### config.mk
export PLATFORM = sky130hd
export DESIGN_NAME = data_route
export DESIGN_NICKNAME = d
export VERILOG_FILES = /design/src/rtl/data_route.sv
export SDC_FILE = /design/constraint.sdc
export NUM_CORES = 1
export LEC_CHECK = 0
export CORE_ASPECT_RATIO = 0.5
export CORE_MARGIN = 1
export CORE_UTILIZATION = 45
export DETAILED_ROUTE_END_ITERATION = 16
export DONT_BUFFER_PORTS = 1
export PLACE_DENSITY = 0.68
export SLEW_MARGIN = 5
export SYNTH_ARGS = -nofsm -noshare
export SYNTH_HDL_FRONTEND = slang
export SYNTH_SLANG_ARGS = --single-unit
### constraint.sdc
create_clock -name clk -period 2.8 [get_ports clk]
set_input_delay 0.56 -clock clk [delete_from_list [all_inputs] [get_ports clk]]
set_output_delay 0.56 -clock clk [all_outputs]
set_load 0.01 [all_outputs]
### src/rtl/data_route.sv
// data_route: one-to-two stream router with an independent FIFO per output.
// Each accepted input beat is steered to output A (select=1) or B (select=0).
// Optional feature macro: DATA_ROUTE_CNT_EN adds per-output accepted-beat counters.
module data_route #(
  parameter int unsigned DATA_W = 8,
  parameter int unsigned DEPTH  = 2
) (
  input  logic              clk,
  input  logic              rst,
  input  logic [DATA_W-1:0] data_in,
  input  logic              valid_in,
  output logic              ready_in,
  input  logic              select,
  output logic [DATA_W-1:0] data_a,
  output logic              valid_a,
  input  logic              ready_a,
  output logic [DATA_W-1:0] data_b,
  output logic              valid_b,
  input  logic              ready_b
`ifdef DATA_ROUTE_CNT_EN
  ,
  input  logic              cnt_clr,
  output logic [15:0]       cnt_a,
  output logic [15:0]       cnt_b
`endif
);

  localparam int unsigned PTR_W = (DEPTH > 1) ? $clog2(DEPTH) : 1;
  localparam int unsigned OCC_W = PTR_W + 1;
  localparam int unsigned NQ    = 2;  // index 0 = output A, index 1 = output B

  logic [DATA_W-1:0] mem_q    [NQ][DEPTH];
  logic [PTR_W-1:0]  wr_ptr_q [NQ];
  logic [PTR_W-1:0]  rd_ptr_q [NQ];
  logic [OCC_W-1:0]  occ_q    [NQ];

  logic [NQ-1:0] full;
  logic [NQ-1:0] push;
  logic [NQ-1:0] pop;

  // Handshake decode: ready_in looks only at select and registered occupancy
  always_comb begin
    full     = '0;
    push     = '0;
    pop      = '0;
    ready_in = 1'b0;
    full[0]  = (occ_q[0] == OCC_W'(DEPTH));
    full[1]  = (occ_q[1] == OCC_W'(DEPTH));
    ready_in = select ? !full[0] : !full[1];
    push[0]  = valid_in && ready_in && select;
    push[1]  = valid_in && ready_in && !select;
    pop[0]   = (occ_q[0] != '0) && ready_a;
    pop[1]   = (occ_q[1] != '0) && ready_b;
  end

  // FIFO storage, pointers and occupancy for both outputs
  always_ff @(posedge clk) begin
    if (rst) begin
      for (int q = 0; q < int'(NQ); q++) begin
        for (int i = 0; i < int'(DEPTH); i++) begin
          mem_q[q][i] <= '0;
        end
        wr_ptr_q[q] <= '0;
        rd_ptr_q[q] <= '0;
        occ_q[q]    <= '0;
      end
    end else begin
      for (int q = 0; q < int'(NQ); q++) begin
        if (push[q]) begin
          mem_q[q][wr_ptr_q[q]] <= data_in;
          wr_ptr_q[q]           <= PTR_W'(wr_ptr_q[q] + 1'b1);
        end
        if (pop[q]) begin
          rd_ptr_q[q] <= PTR_W'(rd_ptr_q[q] + 1'b1);
        end
        case ({push[q], pop[q]})
          2'b10:   occ_q[q] <= OCC_W'(occ_q[q] + 1'b1);
          2'b01:   occ_q[q] <= OCC_W'(occ_q[q] - 1'b1);
          default: occ_q[q] <= occ_q[q];
        endcase
      end
    end
  end

  assign data_a  = mem_q[0][rd_ptr_q[0]];
  assign valid_a = (occ_q[0] != '0);
  assign data_b  = mem_q[1][rd_ptr_q[1]];
  assign valid_b = (occ_q[1] != '0);

`ifdef DATA_ROUTE_CNT_EN
  localparam int unsigned CNT_W = 16;

  // Saturating accepted-beat counters; clear wins over a same-cycle increment
  always_ff @(posedge clk) begin
    if (rst || cnt_clr) begin
      cnt_a <= '0;
      cnt_b <= '0;
    end else begin
      if (push[0] && (cnt_a != '1)) cnt_a <= CNT_W'(cnt_a + 1'b1);
      if (push[1] && (cnt_b != '1)) cnt_b <= CNT_W'(cnt_b + 1'b1);
    end
  end
`endif

endmodule
### Yosys cells after proc, flatten, opt, wreduce, memory -nomap -nowiden

Memory sizes are Yosys's and may differ from the RTL's.
Index checks and enable logic that the tools add are counted.

* $add $sub $neg: 8
* $lt $le $gt $ge: 6
* equal/unequal tests: 6
* multiplexer cells: 87
* bitwise gates (word level): 46
* reduce and logical (&&, ||, !) cells: 14

Operator list (count)
* 2-to-1 mux 1 bit: 69
* 2-to-1 mux 8 bit: 8
* bitwise OR 1 bit: 42
* 2-to-1 mux 16 bit: 2
* demux 8 bit (select 1 bit): 2
* 2-to-1 mux 2 bit: 6
* == test 2 bit (second input constant): 4
* >= comparator 2 bit (second input constant): 4
* NOT 1 -> 2 bit: 4
* logical AND 1 bit: 7
* adder 1 bit (second input constant): 4
* adder 2 x 1 -> 2 bit (second input constant): 2
* == test 2 x 1 -> 1 bit (second input constant): 2
* less-than comparator 2 x 1 -> 1 bit (second input constant): 2
* nonzero test 2 bit: 2
* OR reduction 2 bit: 2
* subtractor 2 x 1 -> 2 bit (second input constant): 2
* logical NOT 1 bit: 3

* flip-flop bits (word level): 0
* memory bits (writable): 40
* bits of input ports: 14
* logic and storage cells: 171
* memories kept: 4

Memories
* mem_q: depth 2, width 16, read ports 2, clocked after memory_dff 0, write ports 2, RTL line 32 `logic [DATA_W-1:0] mem_q [NQ][DEPTH];`
* occ_q: depth 2, width 2, read ports 2, clocked after memory_dff 0, write ports 2, RTL line 35 `logic [OCC_W-1:0] occ_q [NQ];`
* rd_ptr_q: depth 2, width 1, read ports 2, clocked after memory_dff 0, write ports 2, RTL line 34 `logic [PTR_W-1:0] rd_ptr_q [NQ];`
* wr_ptr_q: depth 2, width 1, read ports 2, clocked after memory_dff 0, write ports 2, RTL line 33 `logic [PTR_W-1:0] wr_ptr_q [NQ];`

### Depth between registers and ports, before layout

Gate-level depths: netlist (run 1).
An unclocked memory read counts as a cell.

* depth after elaboration: 13
* gate-level depth with buffers: 9
* mapped depth without buffers: 9

### Least setup slack after synthesis (run 1)

Ideal clock, no wire load.

* kind: register -> register
* start: memory occ_q[0][0] (netlist name)
* end: memory occ_q[1][1] (netlist name) (data pin)
* library setup time: 265 ps
* data arrival time: 1745 ps
* path slack: 790 ps
* stages on the path, launching flop included: 7
* period minus slack after synthesis: 2010 ps
* cells stage by stage: edfxtp_1 o21ai_0 inv_1 ha_1 nor4_1 nand3b_1 a21oi_1

RTL lines (RTL line)
* start: declaration: 35

==> results of run 1 <==
## metal layers
metal / wire, µm / up-vias
li1: - / 528
met4: 14 / 0
met5: 0 / -
met2: 1680 / 28
met3: 260 / 2
met1: 1540 / 524
## metrics by stage
step           power [µW]  setup slack [ns]  utilization, %  instance area [µm²]  cells
2_1_floorplan         930             0.790               -                 2010    150
3_3_place_gp          962             0.683            50.3                 2050    199
3_5_place_dp          973             0.458            50.3                 2050    199
4_1_cts              1510             0.441            53.5                 2180    206
5_1_grt              1570             0.321            53.5                 2180    206
6_report             1500             0.474            53.5                 2180    206
## registers in the layout, indices dropped and copies added (netlist names)
name	count
mem_q	32
occ_q	4
rd_ptr_q	2
wr_ptr_q	2
## placed cells by master, fill, tap and decap left out, types with 2 or more instances in the layout
master / netlist / routed
and2_1: 32 / 32
bufinv_16: 0 / 2
clkbuf_8: 0 / 5
edfxtp_1: 40 / 40
ha_1: 6 / 6
inv_1: 8 / 8
mux2_2: 17 / 17
nand2_1: 2 / 2
nand2b_1: 6 / 6
nor2_1: 7 / 7
nor3_1: 3 / 3
o21bai_1: 2 / 2
or2_1: 2 / 2
or2_2: 4 / 4
## power by group
| part | total (µW) | internal [µW] | switching (µW) |
|---|---|---|---|
| clock | 548 | 351 | 197 |
| combinational | 207 | 91.7 | 115 |
| sequential | 750 | 713 | 36.2 |
| total | 1500 | 1160 | 348 |
## cell families after synthesis
kind of cell	Yosys count	share of synthesized area, %
adders and majority gates	6	3.73
xor gates and xnor gates	1	0.436
DFF	40	59.7
muxes	17	9.52
and+or+nand+nor	67	21.9
buffers and inverters	13	2.68
AOI/OAI and AO/OA	6	1.99
## how the worst min path moves through the flow
stage	end
final	occ_q[1][1]$_DFFE_PP_
after global routing	occ_q[1][1]$_DFFE_PP_
after CTS	occ_q[1][1]$_DFFE_PP_
after detailed placement	occ_q[1][0]$_DFFE_PP_
after global placement	occ_q[1][0]$_DFFE_PP_
after floorplan	occ_q[1][0]$_DFFE_PP_
## area by class of cell
type | instances | area share, %
flip-flops and latches | 40 | 55.0
multi-input cells | 97 | 34.6
clock buffers | 5 | 3.15
well taps | 54 | 3.09
clock inverters | 2 | 2.75
inverters | 8 | 1.38
==> impl_results.md, run 1 <==
* Post-CTS Setup Inserts at 0
* Row Count at 16
* IO Pins at 33
* Leading register cell type out of synthesis: edfxtp_1
* Top-count cell post-synth: edfxtp_1
* Flip-flop and latch area at 1200 µm²
* Commonest cells post-synth: edfxtp_1, and2_1, mux2_2
* Core box area at just over 4000 µm²
* Setup_tns at 0 ns
* Critical-path cell list: o21ai_0, inv_1, ha_1, nor4_1, nand3b_1, a21oi_1
* Max Freq at ~430 MHz
* DR vias/cell at 5.25
* Post-Syn Instances at 150
* CTS tree: built
* Layout cells sized above 1 at a little over a fifth
* Clk_lat worst skew at ~0.28 ns
* Ys async rst share at 0%
* Crit path capture: occ_q[1][1]$_DFFE_PP_
* GRT busiest layer: met2
* Leakage at 0.000854 µW
* Diodes inserted at 0
* Met3 Track Usage GR at a little under 7%
* VDD IR max at roughly 0.35 mV
* Die area at approximately 4800 µm²
* First drt pass iteration count at 4
* Area Overhead vs Synth at 8.59%
* Footprint of the multi-input gates at roughly 760 µm²
* Final setup vio count at 0
* Mapped Nets at 170
* H-tree Lvls at 2
* Syn Area/Cell at roughly 13 µm²
* RSZ-0062 raised after global routing: no
* Die Ht at around 50 µm
* Residual DRC count at 0
* Synthesized area at 2010 µm²
* Critical path data arrival time at ~2.4 ns
* Tmin final at between 2 and 2.5 ns
* Reg clk slew, reported paths at approximately 0.080 ns
* CP Class: flip-flop to flip-flop
* CTS resizes at 0
* DRT antenna net count at 0
* CTS buffer count at 5
* CP startpoint: occ_q[0][0]$_SDFFCE_PN0P_
* Distinct cell type count after synthesis at 30
* Post-synth EDFFs at 40
* Reg2reg end: occ_q[1][1]$_DFFE_PP_
* Port buffer count at 0
* Data required, critical path at about 2.8 ns
* Setup crit start kind: flip-flop
* Total wire length at 3490 µm
* Worst reg2reg setup slack at about 0.47 ns
* Grt ovf at 0
* DIE WIDTH at ~97 µm
* CTS Hold Bufs at 0
* M2 GR Usage at 25.2%
* Dominant cells by area after synthesis: edfxtp_1, and2_1, mux2_2
* Hold slack at approximately 0.46 ns
* Final hold violations at 0
* Hold Startpoint: rst
* Power per cell area at 689 nW/µm²
* HP Class: input pin to flip-flop
* Grt met1 use at between 20% and 30%
* Total track usage at between 10% and 20%
* Vias in the first global route at approximately 1100
* TritonCTS Sinks at 40
* Worst Clk Skew at approximately 0.0047 ns
* Worst-margin pin slew at ~0.64 ns
* Starting Density at 49.2%
* Final critical-path share of the clock period at 83.1%
* Sequential element share of the synthesized area at roughly 60%
* Worst stage delay on the critical path at about 0.56 ns
* Nets at roughly 170
* Crit. path cell count at 6
* Post-DP HPWL at 2520 µm
* Clk root buf: clkbuf_8
* Cell type with the largest total area after synthesis: edfxtp_1
* Slew headroom at a little under three fifths
* Crit path buffers/inverters at 1
* Share of the synthesized area in the top cell type at 59.7%
* Yosys reg bits at 40
* Routed wire length per instance at 16.9 µm
* Max-cap violations at 0
* Fillers at 360
* Drt initial violations at 32
* Yosys warns at 0
* Crit path max fanout at 6
* First-pass GRT wire length at around 5500 µm
* GPL Wtd Cong at 0.701
* Slowest CP cell: nor4_1
* CTS Buffer Depth at 2
* Worst R2R Path Depth at 6
* Via count at approximately 1100
* Hold path cells at 1
* Initial antenna violation count at 0
* CP endpoint kind: flip-flop
* Crit Reg-Reg Startpoint: occ_q[0][0]$_SDFFCE_PN0P_
* Slew Viols, Final at 0
* Largest net degree at the start of global routing at 18
* Status: complete, no violations
* Top delay family on crit path: simple AND/OR/NAND/NOR gates
Note: power is estimated with default switching activity, not from simulation.
==> run 2, diff against run 1 <==
==> constraint.sdc (replaced) <==
create_clock -name clk -period 2.4 [get_ports clk]
set_input_delay 0.48 -clock clk [delete_from_list [all_inputs] [get_ports clk]]
set_output_delay 0.48 -clock clk [all_outputs]
set_load 0.01 [all_outputs]
==> run 2 against run 1 <==
Compared with the run above: sequential share of layout area increased by 0.70 points; clock power decreased by 20%; worst hold slack got worse by 0.086 ns; highest routed layer unchanged; worst setup slack got worse by 0.24 ns; sequential power increased by 17%; die area unchanged; register-to-register slack got worse by 0.24 ns; critical path depth unchanged; via count increased by 0.18%; combinational power increased by 19%; first-iteration DRC count increased by 69%; core utilization decreased by 0.67 points.
==> impl_results.md, run 2 (synthesized netlist as in run 1, its figures left out) <==
* Flip-flop and latch area at 1200 µm² (unchanged)
* Residual DRC count at 0 (unchanged)
* Leakage at 0.000834 µW (-2.3%)
* Total wire length at 3460 µm (-0.66%)
* Row Count at 16 (unchanged)
* DR vias/cell at 5.21 (-0.78%)
* Initial antenna violation count at 0 (unchanged)
* Tmin final at 2.16 ns (-0.164 ns)
* Worst-margin pin slew at 0.503 ns (-0.138 ns)
* CP Class: flip-flop to flip-flop
* DRT antenna net count at 0 (unchanged)
* TritonCTS Sinks at 40 (unchanged)
* Data required, critical path at 2.45 ns (-0.39 ns)
* Core box area at 4080 µm² (unchanged)
* Clk_lat worst skew at 0.29 ns (about the same)
* IO Pins at 33 (unchanged)
* Routed wire length per instance at 16.7 µm (-1.6%)
* Max reg flops at 32 (unchanged)
* Footprint of the multi-input gates at 762 µm² (+0.83%)
* Setup_tns at 0 ns (unchanged)
* Starting Density at 49.2% (unchanged)
* Drt initial violations at 54 (+69%)
* Regs by FF count: mem_q (32), occ_q (4)
* Clk root buf: clkbuf_8
* Max Freq at 463 MHz (+7.6%)
* First drt pass iteration count at 4 (unchanged)
* Crit Reg-Reg Startpoint: occ_q[0][0]$_SDFFCE_PN0P_
* Port buffer count at 0 (unchanged)
* Status: complete, no violations
* CTS tree: built
* Total track usage at 16.4% (+0.22 points)
* CP endpoint kind: flip-flop
* Final critical-path share of the clock period at 90.1% (+7.0 points)
* HP Class: input pin to flip-flop
* Max-cap violations at 0 (unchanged)
* Setup crit start kind: flip-flop
* Most common cell after layout, fill and taps aside: edfxtp_1
* Slew Viols, Final at 0 (unchanged)
* Critical path data arrival time at 2.21 ns (-0.16 ns)
* Total Power at 1560 µW (+3.7%)
* Worst R2R Path Depth at 6 (unchanged)
* Fillers at 365 (+1.4%)
* CP startpoint: occ_q[0][0]$_SDFFCE_PN0P_
* Largest net degree at the start of global routing at 18 (unchanged)
* Diodes inserted at 0 (unchanged)
* Final hold violations at 0 (unchanged)
* Reg clk slew, reported paths at 0.08 ns (about the same)
* Via count at 1084 (+0.18%)
* Slew headroom at 66.3% (+9.5 points)
* Power per cell area at 724 nW/µm² (+5.0%)
* Most flops, register: mem_q
* Die Ht at 49.3 µm (unchanged)
* Hold path cells at 1 (unchanged)
* Nets at 173 (+0.58%)
* Worst Clk Skew at 0.00399 ns (-0.000709 ns)
* CTS buffer count at 5 (unchanged)
* Hold Startpoint: rst
* Area Overhead vs Synth at 7.22%
* Die area at 4760 µm² (unchanged)
* Vias in the first global route at 1071 (-1.1%)
* Crit path max fanout at 6 (unchanged)
* Grt ovf at 0 (unchanged)
* Post-DP HPWL at 2530 µm (+0.58%)
* Final setup vio count at 0 (unchanged)
* H-tree Lvls at 2 (unchanged)
* CTS Buffer Depth at 2 (unchanged)
* DIE WIDTH at 96.5 µm (unchanged)
* Most frequent cells in the layout: edfxtp_1, and2_1, mux2_2
* Layout cells sized above 1 at 22.1% (+1.0 points)
* VDD IR max at 0.352 mV (+1.9%)
* First-pass GRT wire length at 5500 µm (+0.13%)
* RSZ-0062 raised after global routing: no
* GPL Wtd Cong at 0.750 (+7.1%)
## run 2: area by class of cell
| cell class | count | share of cell area (%) |
|---|---|---|
| Timing Repair Buffer | 1 | 0.348 |
| Clock inverter | 3 | 0.871 |
| Clock buffer | 5 | 3.19 |
| Multi-Input combinational cell | 97 | 35.3 |
| Sequential cell | 40 | 55.7 |
| Tap cell | 54 | 3.13 |
| Inverter | 8 | 1.39 |
## run 2: final timing paths
| path | slack [ns] | to |
|---|---|---|
| worst max-delay path | 0.24 | occ_q[1][1]$_DFFE_PP_ |
| worst min register to register | 0.58 | occ_q[1][0]$_DFFE_PP_ |
| worst min-delay path | 0.37 | occ_q[1][1]$_DFFE_PP_ |
| worst max register to register | 0.24 | occ_q[1][1]$_DFFE_PP_ |
## run 2: timing repair
action,CTS,global route
setup endpoints to repair,0,2
hold endpoints to repair,0,0
gates resized for setup,0,1
setup buffers,0,0
hold buffers,0,0
## run 2: worst max-delay path: stages (launching register included)
cell	delay, ns
edfxtp_1	0.47
o21ai_0	0.43
inv_1	0.10
ha_1	0.33
nor4_2	0.36
nand3b_1	0.16
a21oi_1	0.06
## run 2: power by group
part           total [µW]  leakage (µW)  switching [µW]  internal, µW
clock                 439     0.0000378             239           201
combinational         246      0.000380             136           110
sequential            875      0.000416            42.3           832
total                1560      0.000834             417          1140
## run 2: metal layers
| metal | GRT usage [%] | share of wire, % |
|---|---|---|
| met3 | 7.01 | 7.1 |
| met2 | 23.9 | 45 |
| met1 | 22.1 | 46 |
| met5 | 0 | 0 |
| met4 | 5.15 | 1.1 |
## run 2: metrics by stage
| stage | std cells | cell area, µm² | setup WS [ns] | utilization [%] | hold slack, ns |
|---|---|---|---|---|---|
| after floorplan | 150 | 2010 | 0.390 | - | 0.531 |
| after global placement | 200 | 2060 | 0.275 | 50.5 | 0.549 |
| after detailed placement | 200 | 2060 | 0.133 | 50.5 | 0.574 |
| after CTS | 208 | 2150 | 0.116 | 52.6 | 0.365 |
| after global routing | 208 | 2160 | 0.0914 | 52.8 | 0.357 |
| final | 208 | 2160 | 0.238 | 52.8 | 0.370 |
